[config.mk]
export PLATFORM = sky130hd
export DESIGN_NAME = sseg_to_bin_monitor_flat
export DESIGN_NICKNAME = d
export VERILOG_FILES = /design/src/rtl/sseg_to_bin_monitor_if.sv /design/src/rtl/sseg_to_bin_monitor.sv /design/src/flat_wrapper.sv
export SDC_FILE = /design/constraint.sdc
export NUM_CORES = 1
export LEC_CHECK = 0
export CAP_MARGIN = 20
export CORE_ASPECT_RATIO = 0.5
export CORE_UTILIZATION = 35
export DETAILED_ROUTE_END_ITERATION = 16
export HOLD_SLACK_MARGIN = 0.12
export SYNTH_ARGS = -nofsm -noshare
export SYNTH_HDL_FRONTEND = slang
export SYNTH_SLANG_ARGS = --single-unit
[constraint.sdc]
create_clock -name clk -period 6.2 [get_ports clk]
set_input_delay 1.86 -clock clk [delete_from_list [all_inputs] [get_ports clk]]
set_output_delay 1.86 -clock clk [all_outputs]
set_load 0.05 [all_outputs]
[src/rtl/sseg_to_bin_monitor_if.sv]
// Observed seven-segment bus plus the decoded frame produced by sseg_to_bin_monitor.
// master = display side / bench, slave = the monitor.
interface sseg_to_bin_monitor_if;
  logic [3:0]  an;
  logic [7:0]  sseg;
  logic        clr;
  logic [15:0] value;
  logic [3:0]  dp;
  logic [3:0]  bad_digit;
  logic        valid;
  logic        frame_tick;
  logic        stale;

  modport master (
    output an, sseg, clr,
    input  value, dp, bad_digit, valid, frame_tick, stale
  );

  modport slave (
    input  an, sseg, clr,
    output value, dp, bad_digit, valid, frame_tick, stale
  );
endinterface

[src/rtl/sseg_to_bin_monitor.sv]
// Reconstructs the 4-digit hex value shown on a multiplexed active-low seven-segment display.
// Digits are captured once stable, and a frame is published when all four have been seen.
module sseg_to_bin_monitor #(
  parameter int STABLE_CYC = 16,
  parameter int TIMEOUT_W  = 20
) (
  input  logic                  clk,
  input  logic                  reset_n,
  sseg_to_bin_monitor_if.slave  bus
);
  typedef enum logic [1:0] {ST_WAIT = 2'd0, ST_SETTLE = 2'd1, ST_HOLD = 2'd2} state_t;

  localparam logic [7:0]           CAP_CNT = 8'(STABLE_CYC - 1);
  localparam logic [TIMEOUT_W-1:0] TMO_MAX = {TIMEOUT_W{1'b1}};
  localparam logic [TIMEOUT_W-1:0] TMO_ONE = {{(TIMEOUT_W-1){1'b0}}, 1'b1};

  // Returns {bad, nibble}; unknown patterns decode to 0 with bad set.
  function automatic logic [4:0] decode_glyph(input logic [6:0] seg);
    case (seg)
      7'h40:   return {1'b0, 4'h0};
      7'h79:   return {1'b0, 4'h1};
      7'h24:   return {1'b0, 4'h2};
      7'h30:   return {1'b0, 4'h3};
      7'h19:   return {1'b0, 4'h4};
      7'h12:   return {1'b0, 4'h5};
      7'h02:   return {1'b0, 4'h6};
      7'h78:   return {1'b0, 4'h7};
      7'h00:   return {1'b0, 4'h8};
      7'h10:   return {1'b0, 4'h9};
      7'h08:   return {1'b0, 4'hA};
      7'h03:   return {1'b0, 4'hB};
      7'h46:   return {1'b0, 4'hC};
      7'h21:   return {1'b0, 4'hD};
      7'h06:   return {1'b0, 4'hE};
      7'h0E:   return {1'b0, 4'hF};
      default: return {1'b1, 4'h0};
    endcase
  endfunction

  function automatic logic [2:0] onehot_low_idx(input logic [3:0] an_v);
    case (an_v)
      4'b1110: return {1'b1, 2'd0};
      4'b1101: return {1'b1, 2'd1};
      4'b1011: return {1'b1, 2'd2};
      4'b0111: return {1'b1, 2'd3};
      default: return {1'b0, 2'd0};
    endcase
  endfunction

  logic [3:0]           an_meta_r, an_sync_r, an_prev_r;
  logic [7:0]           sseg_meta_r, sseg_sync_r, sseg_prev_r;
  state_t               state_r;
  logic [7:0]           cnt_r;
  logic [3:0]           mask_r;
  logic [15:0]          stg_value_r;
  logic [3:0]           stg_dp_r, stg_bad_r;
  logic [TIMEOUT_W-1:0] tmo_r;
  logic [15:0]          value_r;
  logic [3:0]           dp_r, bad_r;
  logic                 valid_r, frame_tick_r, stale_r;

  logic [2:0]           sel_s;
  logic                 sel_ok_s;
  logic [1:0]           sel_idx_s;
  logic                 same_s;
  logic [4:0]           glyph_s;
  logic                 capture_s;
  logic                 publish_s;
  logic [TIMEOUT_W-1:0] tmo_nxt_s;

  assign sel_s     = onehot_low_idx(an_sync_r);
  assign sel_ok_s  = sel_s[2];
  assign sel_idx_s = sel_s[1:0];
  assign same_s    = (an_sync_r == an_prev_r) && (sseg_sync_r == sseg_prev_r);
  assign glyph_s   = decode_glyph(sseg_sync_r[6:0]);
  assign capture_s = (state_r == ST_SETTLE) && sel_ok_s && same_s && (cnt_r == CAP_CNT);
  assign publish_s = (mask_r == 4'hF);
  assign tmo_nxt_s = publish_s ? {TIMEOUT_W{1'b0}} :
                     (tmo_r == TMO_MAX) ? TMO_MAX : (tmo_r + TMO_ONE);

  // Two-flop synchronizer plus one-cycle history for change detection; clr leaves it running.
  always_ff @(posedge clk or negedge reset_n) begin
    if (!reset_n) begin
      an_meta_r   <= 4'h0;
      an_sync_r   <= 4'h0;
      an_prev_r   <= 4'h0;
      sseg_meta_r <= 8'h00;
      sseg_sync_r <= 8'h00;
      sseg_prev_r <= 8'h00;
    end else begin
      an_meta_r   <= bus.an;
      an_sync_r   <= an_meta_r;
      an_prev_r   <= an_sync_r;
      sseg_meta_r <= bus.sseg;
      sseg_sync_r <= sseg_meta_r;
      sseg_prev_r <= sseg_sync_r;
    end
  end

  // Digit FSM: WAIT for a single enable, SETTLE until stable, HOLD after capture.
  always_ff @(posedge clk or negedge reset_n) begin
    if (!reset_n) begin
      state_r     <= ST_WAIT;
      cnt_r       <= 8'd0;
      mask_r      <= 4'h0;
      stg_value_r <= 16'h0000;
      stg_dp_r    <= 4'h0;
      stg_bad_r   <= 4'h0;
    end else if (bus.clr) begin
      state_r     <= ST_WAIT;
      cnt_r       <= 8'd0;
      mask_r      <= 4'h0;
      stg_value_r <= 16'h0000;
      stg_dp_r    <= 4'h0;
      stg_bad_r   <= 4'h0;
    end else begin
      case (state_r)
        ST_WAIT: begin
          cnt_r   <= 8'd0;
          state_r <= sel_ok_s ? ST_SETTLE : ST_WAIT;
        end
        ST_SETTLE: begin
          if (!sel_ok_s) begin
            state_r <= ST_WAIT;
            cnt_r   <= 8'd0;
          end else if (!same_s) begin
            cnt_r   <= 8'd0;
          end else if (cnt_r == CAP_CNT) begin
            state_r <= ST_HOLD;
            cnt_r   <= 8'd0;
          end else begin
            cnt_r   <= cnt_r + 8'd1;
          end
        end
        ST_HOLD: begin
          cnt_r <= 8'd0;
          if (!same_s) begin
            state_r <= sel_ok_s ? ST_SETTLE : ST_WAIT;
          end
        end
        default: begin
          state_r <= ST_WAIT;
          cnt_r   <= 8'd0;
        end
      endcase
      // A capture coinciding with publish lands in the freshly cleared mask.
      mask_r <= (publish_s ? 4'h0 : mask_r) | (capture_s ? (4'b0001 << sel_idx_s) : 4'h0);
      if (capture_s) begin
        stg_value_r[{sel_idx_s, 2'b00} +: 4] <= glyph_s[3:0];
        stg_dp_r[sel_idx_s]                  <= ~sseg_sync_r[7];
        stg_bad_r[sel_idx_s]                 <= glyph_s[4];
      end
    end
  end

  // Frame publish and timeout supervision.
  always_ff @(posedge clk or negedge reset_n) begin
    if (!reset_n) begin
      tmo_r        <= {TIMEOUT_W{1'b0}};
      value_r      <= 16'h0000;
      dp_r         <= 4'h0;
      bad_r        <= 4'h0;
      valid_r      <= 1'b0;
      frame_tick_r <= 1'b0;
      stale_r      <= 1'b0;
    end else if (bus.clr) begin
      tmo_r        <= {TIMEOUT_W{1'b0}};
      value_r      <= 16'h0000;
      dp_r         <= 4'h0;
      bad_r        <= 4'h0;
      valid_r      <= 1'b0;
      frame_tick_r <= 1'b0;
      stale_r      <= 1'b0;
    end else begin
      tmo_r        <= tmo_nxt_s;
      frame_tick_r <= publish_s;
      if (publish_s) begin
        value_r <= stg_value_r;
        dp_r    <= stg_dp_r;
        bad_r   <= stg_bad_r;
        valid_r <= 1'b1;
        stale_r <= 1'b0;
      end else if (tmo_nxt_s == TMO_MAX) begin
        valid_r <= 1'b0;
        stale_r <= 1'b1;
      end
    end
  end

  assign bus.value      = value_r;
  assign bus.dp         = dp_r;
  assign bus.bad_digit  = bad_r;
  assign bus.valid      = valid_r;
  assign bus.frame_tick = frame_tick_r;
  assign bus.stale      = stale_r;
endmodule

[src/flat_wrapper.sv]
// flat-port wrapper written by rule: the top's interface ports become plain ports
module sseg_to_bin_monitor_flat 
#(
  parameter int STABLE_CYC = 16,
  parameter int TIMEOUT_W  = 20
)
  (clk, reset_n, bus_an, bus_sseg, bus_clr, bus_value, bus_dp, bus_bad_digit, bus_valid, bus_frame_tick, bus_stale);
  sseg_to_bin_monitor_if bus_i ();
  input  logic clk;
  input  logic reset_n;
  input wire logic [$bits(bus_i.an)-1:0] bus_an;
  input wire logic [$bits(bus_i.sseg)-1:0] bus_sseg;
  input wire logic [$bits(bus_i.clr)-1:0] bus_clr;
  output wire logic [$bits(bus_i.value)-1:0] bus_value;
  output wire logic [$bits(bus_i.dp)-1:0] bus_dp;
  output wire logic [$bits(bus_i.bad_digit)-1:0] bus_bad_digit;
  output wire logic [$bits(bus_i.valid)-1:0] bus_valid;
  output wire logic [$bits(bus_i.frame_tick)-1:0] bus_frame_tick;
  output wire logic [$bits(bus_i.stale)-1:0] bus_stale;
  assign bus_i.an = bus_an;
  assign bus_i.sseg = bus_sseg;
  assign bus_i.clr = bus_clr;
  assign bus_value = bus_i.value;
  assign bus_dp = bus_i.dp;
  assign bus_bad_digit = bus_i.bad_digit;
  assign bus_valid = bus_i.valid;
  assign bus_frame_tick = bus_i.frame_tick;
  assign bus_stale = bus_i.stale;
  sseg_to_bin_monitor #(.STABLE_CYC(STABLE_CYC), .TIMEOUT_W(TIMEOUT_W)) u_core (.clk(clk), .reset_n(reset_n), .bus(bus_i));
endmodule
==> results.tsv, run 1 <==
metric	value	unit
status	complete, no violations	
Post-synth top flop	dfrtp_1	
CP Capture Type	output port	
post-CTS sizing	0	
Slew Viols, Final	0	
Post-synth EDFFs	0	
CTS Buf Count	17	
final setup TNS	0	ps
# H-tree levels	4	
Syn-to-layout area delta	21.2	%
DR vias	3831	
Crit path largest cell delay	820	ps
Leakage Power	0.00275	µW
synthesized instance count	516	
Worst Path Max Fanout	2	
Total GRT Usage	14.7	%
WP data required	4340	ps
Residual DRC	0	
ys async rst share	100	%
initial antenna violation count	0	
register bit count reported by yosys	121	
hold_ws	346	ps
CTS Hold Bufs	0	
Final setup viols	0	
Worst Clk Skew	8.63	ps
CP max stage cell	clkdlybuf4s50_1	
pwr dens	289	nW/µm²
clk sinks	121	
CP bufs+invs	1	
Max-cap violations	0	
starting density of the core	36.7	%
yosys warns	0	
TritonCTS clock tree	built	
Tcrit/Tclk final	56.0	%
Post-CTS Setup Bufs	0	
CP Class	reg2out	
Iteration-0 DRC Markers	303	
Arr. time, crit path	1610	ps
Max-Slew Margin vs Limit	32.3	%
I/O Pins	42	
Startpoint Class	flip-flop	
core area	14800	µm²
Reg clk slew, reported paths	60	ps
min cycle time layout	3470	ps
Yosys cell types	58	
peak supply drop	0.193	mV
synthesized area	5440	µm²
syn nets	540	
die span in x	178	µm
drt wl/cell	14.1	µm
register area share after synthesis	55.6	%
Diodes inserted	0	
die area	16100	µm²
vias in the first global route	3748	
row cnt	31	
share of cells above drive strength 1	11.0	%
number of port buffers	41	
worst min path class	reg2reg	
final-report hold violation count	0	
RSZ-0062 raised after global routing	no	
total gr overflow	0	
NumNets Final	576	
Via density	5.02	
First-pass DRT Iterations	4	
Post-DP HPWL	7030	µm
Fillers	1447	
die height	90.2	µm
first-pass GRT wire length	18500	µm
cell family with most CP delay	buffers and inverters	
final cell count without fillers	763	
Post-Route WL	10700	µm
DP Area	5980	µm²
slew at the pin with the worst max-slew slack	1020	ps
largest net degree at the start of global routing	62	
worst skew pair latency	410	ps
cell area after layout	6590	µm²
clock tree buffer depth	2	
placed instance count	731	
f_max	288	MHz
DRT antenna net count	0	
Final GP Congestion	0.837	
Root Driver	clkbuf_16	
Mapped Avg Cell Area	10.5	µm²
CP Cell Sequence	clkdlybuf4s50_1	
flip-flops by register name, indices dropped and copies added, names as in the netlist, 8 cells and up:
register,count
u_core.tmo_r,20
u_core.sseg_meta_r,8
u_core.stg_value_r,16
u_core.bus.value,16
u_core.sseg_prev_r,8
u_core.sseg_sync_r,8
u_core.cnt_r,8
through the flow:
stage | worst slack, ps | total power (µW) | utilization, %
after global routing | 2690 | 1980 | 44.5
final | 2730 | 1910 | 44.5
after CTS | 2700 | 1930 | 44.5
after detailed placement | 2660 | 909 | 40.4
after floorplan | 3220 | 874 | -
after global placement | 2710 | 908 | 40.4
report_power, final:
group | internal, µW | switching [µW]
logic | 27.1 | 45.6
clock network | 647 | 368
registers | 804 | 17.0
total | 1480 | 431
Yosys cell counts, types with 3 or more instances:
cell / count / area share, %
nor2_1: 27 / 1.9
nand4_1: 9 / 1.0
nand3b_1: 4 / 0.55
nor2b_1: 5 / 0.57
inv_1: 10 / 0.69
nor4_2: 4 / 0.92
nor4_1: 6 / 0.69
xor2_1: 22 / 3.5
nand3_1: 14 / 1.3
nand2_1: 74 / 5.1
clkbuf_1: 18 / 1.2
a31oi_1: 3 / 0.34
nor2_2: 6 / 0.69
and3_1: 6 / 0.69
ha_1: 9 / 2.1
buf_1: 3 / 0.21
o21ai_0: 3 / 0.28
buf_6: 4 / 0.83
xnor2_1: 13 / 2.1
mux2i_1: 10 / 1.8
a21bo_2: 4 / 0.74
and4_1: 3 / 0.48
a22o_1: 13 / 2.1
nor3_1: 11 / 1.0
a21oi_1: 58 / 5.3
dfrtp_1: 121 / 56
nand2b_1: 13 / 1.5
and2_1: 4 / 0.46
routing by layer:
| metal | track usage, % | part of all wire, % |
|---|---|---|
| met1 | 21.0 | 51 |
| met2 | 21.2 | 44 |
| met3 | 3.09 | 3.2 |
| met4 | 6.85 | 1.6 |
| met5 | 0 | 0 |
logic make-up (layout without fill, tap and decap cells):
family	Yosys count	in the layout	synth area share, %
simple gates	205	205	19.9
buf+inv	37	86	3.15
compound gates	98	98	11.6
flops	121	121	55.6
fa+ha+maj	9	9	2.07
mux	11	11	2.05
xor+xnor	35	35	5.63
cells in the final DEF (no fill, tap or decap), types with 3 or more instances in the layout:
cell type / netlist / routed
dfrtp_1: 121 / 121
nand2_1: 74 / 74
a21oi_1: 58 / 58
clkdlybuf4s50_1: 0 / 39
nor2_1: 27 / 27
xor2_1: 22 / 22
clkbuf_16: 0 / 17
nand3_1: 14 / 14
xnor2_1: 13 / 13
nand2b_1: 13 / 13
a22o_1: 13 / 13
nor3_1: 11 / 11
inv_1: 10 / 10
mux2i_1: 10 / 10
nand4_1: 9 / 9
ha_1: 9 / 9
and3_1: 6 / 6
nor4_1: 6 / 6
nor2_2: 6 / 6
nor2b_1: 5 / 5
nor4_2: 4 / 4
and2_1: 4 / 4
nand3b_1: 4 / 4
a21bo_2: 4 / 4
clkinvlp_4: 0 / 4
buf_4: 0 / 4
and4_1: 3 / 3
a31oi_1: 3 / 3
o21ai_0: 3 / 3
bufinv_16: 0 / 3
inv_6: 0 / 3
path summary, 6_finish.rpt:
| check | from | end | slack (ps) | cells after the start |
|---|---|---|---|---|
| max in group asynchronous | reset_n | u_core.bus.stale | 4070 | 2 |
| min reg2reg | u_core.an_meta_r[1] | u_core.an_sync_r[1] | 350 | 0 |
| min in group asynchronous | reset_n | u_core.sseg_sync_r[2] | 1600 | 2 |
| max reg2reg | u_core.sseg_sync_r[3] | u_core.stg_value_r[12] | 3360 | 6 |
| min | u_core.an_meta_r[1] | u_core.an_sync_r[1] | 350 | 0 |
| max | u_core.bus.value[0] | bus_value[0] | 2730 | 1 |
area by class of cell:
| class | instances | area [µm²] | area share [%] |
|---|---|---|---|
| flip-flops and latches | 121 | 3030 | 45.9 |
| clock buffers | 19 | 443 | 6.72 |
| well taps | 198 | 248 | 3.76 |
| inverters | 10 | 37.5 | 0.569 |
| repair buffers | 44 | 425 | 6.45 |
| clock inverters | 13 | 169 | 2.56 |
| multi-input cells | 358 | 2240 | 34.0 |
(Power assumes the default switching activity.)
==> inputs of run 2 (changes only) <==
==> constraint.sdc (replaced) <==
create_clock -name clk -period 3.3 [get_ports clk]
set_input_delay 0.99 -clock clk [delete_from_list [all_inputs] [get_ports clk]]
set_output_delay 0.99 -clock clk [all_outputs]
set_load 0.05 [all_outputs]
==> run 2 against run 1 <==
Non-clock buffer count rose by 3. Power is 89% higher. First-iteration DRC count increased by 19%.
==> results.tsv, run 2 (same netlist as run 1, synthesis figures left out) <==
metric	value	unit	change
hold_ws	346	ps	-0.719 ps
cell family with most CP delay	buffers and inverters		
worst skew pair latency	420	ps	about the same
final cell count without fillers	766		+0.39%
total gr overflow	0		unchanged
Arr. time, crit path	1620	ps	about the same
DP Area	6030	µm²	+0.79%
Slew Viols, Final	0		unchanged
Via density	5.03		+0.15%
commonest non-fill, non-tap cell in the layout	dfrtp_1		
die span in x	178	µm	unchanged
commonest non-fill, non-tap cells in the layout	121 x dfrtp_1, 74 x nand2_1, 58 x a21oi_1		
CP Cell Sequence	clkdlybuf4s50_1		
max reg flops	20		unchanged
drt wl/cell	14.4	µm	+2.3%
Leakage Power	0.00278	µW	+1.2%
Iteration-0 DRC Markers	362		+19%
final-report hold violation count	0		unchanged
status	complete, no violations		
slew at the pin with the worst max-slew slack	820	ps	-195 ps
clk sinks	121		unchanged
post-CTS sizing	0		unchanged
CP bufs+invs	1		unchanged
row cnt	31		unchanged
starting density of the core	36.7	%	unchanged
WP data required	2310	ps	-2030 ps
R2R depth	6		unchanged
Post-CTS Setup Bufs	0		unchanged
Root Driver	clkbuf_16		
DR vias	3852		+0.55%
die height	90.2	µm	unchanged
clock tree buffer depth	2		unchanged
largest net degree at the start of global routing	51		-18%
NumNets Final	579		+0.52%
CP Capture Type	output port		
Syn-to-layout area delta	22.0	%	
CP max stage cell	clkdlybuf4s50_1		
Final setup viols	0		unchanged
First-pass DRT Iterations	5		+1
die area	16100	µm²	unchanged
Fillers	1390		-3.9%
Tcrit/Tclk final	79.1	%	
number of port buffers	41		unchanged
I/O Pins	42		unchanged
CTS Buf Count	17		unchanged
Worst Path Max Fanout	2		unchanged
Reg with most FFs	u_core.tmo_r		
Post-Route WL	11000	µm	+2.7%
Max-Slew Margin vs Limit	44.8	%	+13 points
Total GRT Usage	15.1	%	+0.37 points
TritonCTS clock tree	built		
Max-cap violations	0		unchanged
cell area after layout	6640	µm²	+0.70%
Critical Path Stages	1		unchanged
min cycle time layout	2610	ps	
placed instance count	734		+0.41%
# H-tree levels	4		unchanged
final setup TNS	0	ps	unchanged
pwr dens	543	nW/µm²	+88%
Startpoint Class	flip-flop		
Post-DP HPWL	7230	µm	+2.8%
f_max	383	MHz	
peak supply drop	0.396	mV	+110%
first-pass GRT wire length	19000	µm	+2.7%
Residual DRC	0		unchanged
Crit path largest cell delay	820	ps	about the same
initial antenna violation count	0		unchanged
worst min path class	reg2reg		
total power	3610	µW	+89%
core area	14800	µm²	unchanged
DRT antenna net count	0		unchanged
CTS Hold Bufs	0		unchanged
vias in the first global route	3778		+0.80%
share of cells above drive strength 1	11.4	%	+0.47 points
CP Class	reg2out		
Diodes inserted	0		unchanged
Worst Clk Skew	10.7	ps	+2.10 ps
RSZ-0062 raised after global routing	no		
Reg clk slew, reported paths	60	ps	about the same
Hold Crit Depth	0		unchanged
Final GP Congestion	0.837		about the same
run 2: cell types whose count changed in the layout (fill, tap and decap cells not counted), sizes merged:
cell      change
clkinv        +2
buf           +3
clkinvlp      -2
run 2: where the power goes:
| group | leakage (µW) | switching [µW] | internal, µW |
|---|---|---|---|
| Combinational | 0.000880 | 86.4 | 54.8 |
| Clock | 0.000294 | 709 | 1210 |
| Sequential | 0.00160 | 32.7 | 1510 |
run 2: worst paths after layout:
path                                    endpoint             startpoint  slack [ps]
max                                 bus_value[0]    u_core.bus.value[0]         690
min                          u_core.an_sync_r[0]    u_core.an_meta_r[0]         350
max reg2reg                      u_core.cnt_r[3]  u_core.sseg_sync_r[3]         990
min reg2reg                  u_core.an_sync_r[0]    u_core.an_meta_r[0]         350
max in group asynchronous        u_core.cnt_r[3]                reset_n        2090
min in group asynchronous  u_core.sseg_sync_r[6]                reset_n         560
run 2: worst register-to-register path: stages, from the launching register on:
cell     delay [ps]
dfrtp_1         670
xor2_1          150
nor4_2          320
nand3_2         200
or3_4           440
or2_1           340
nor2_2          140
run 2: cell type report:
| type | instances | area [µm²] | share of cell area (%) |
|---|---|---|---|
| clock buffer | 19 | 443 | 6.67 |
| clock inverter | 13 | 168 | 2.53 |
| inverter | 10 | 37.5 | 0.565 |
| multi-input combinational | 358 | 2240 | 33.8 |
| sequential | 121 | 3030 | 45.6 |
| tap | 198 | 248 | 3.73 |
| timing repair buffer | 47 | 473 | 7.12 |
run 2: per-stage QoR:
step                      utilization, %  setup WS (ps)
final                               44.8            688
after global routing                44.8            640
after CTS                           44.8            667
after detailed placement            40.7            849
after global placement              40.7            895
after floorplan                        -           1190
run 2: metal layers:
| metal | part of all wire (%) | track usage [%] | wire length (µm) |
|---|---|---|---|
| met2 | 44 | 22.2 | 4900 |
| met3 | 4.7 | 4.36 | 519 |
| met1 | 50 | 21.1 | 5490 |
| met5 | 0 | 0 | 0 |
| met4 | 1.2 | 5.16 | 131 |
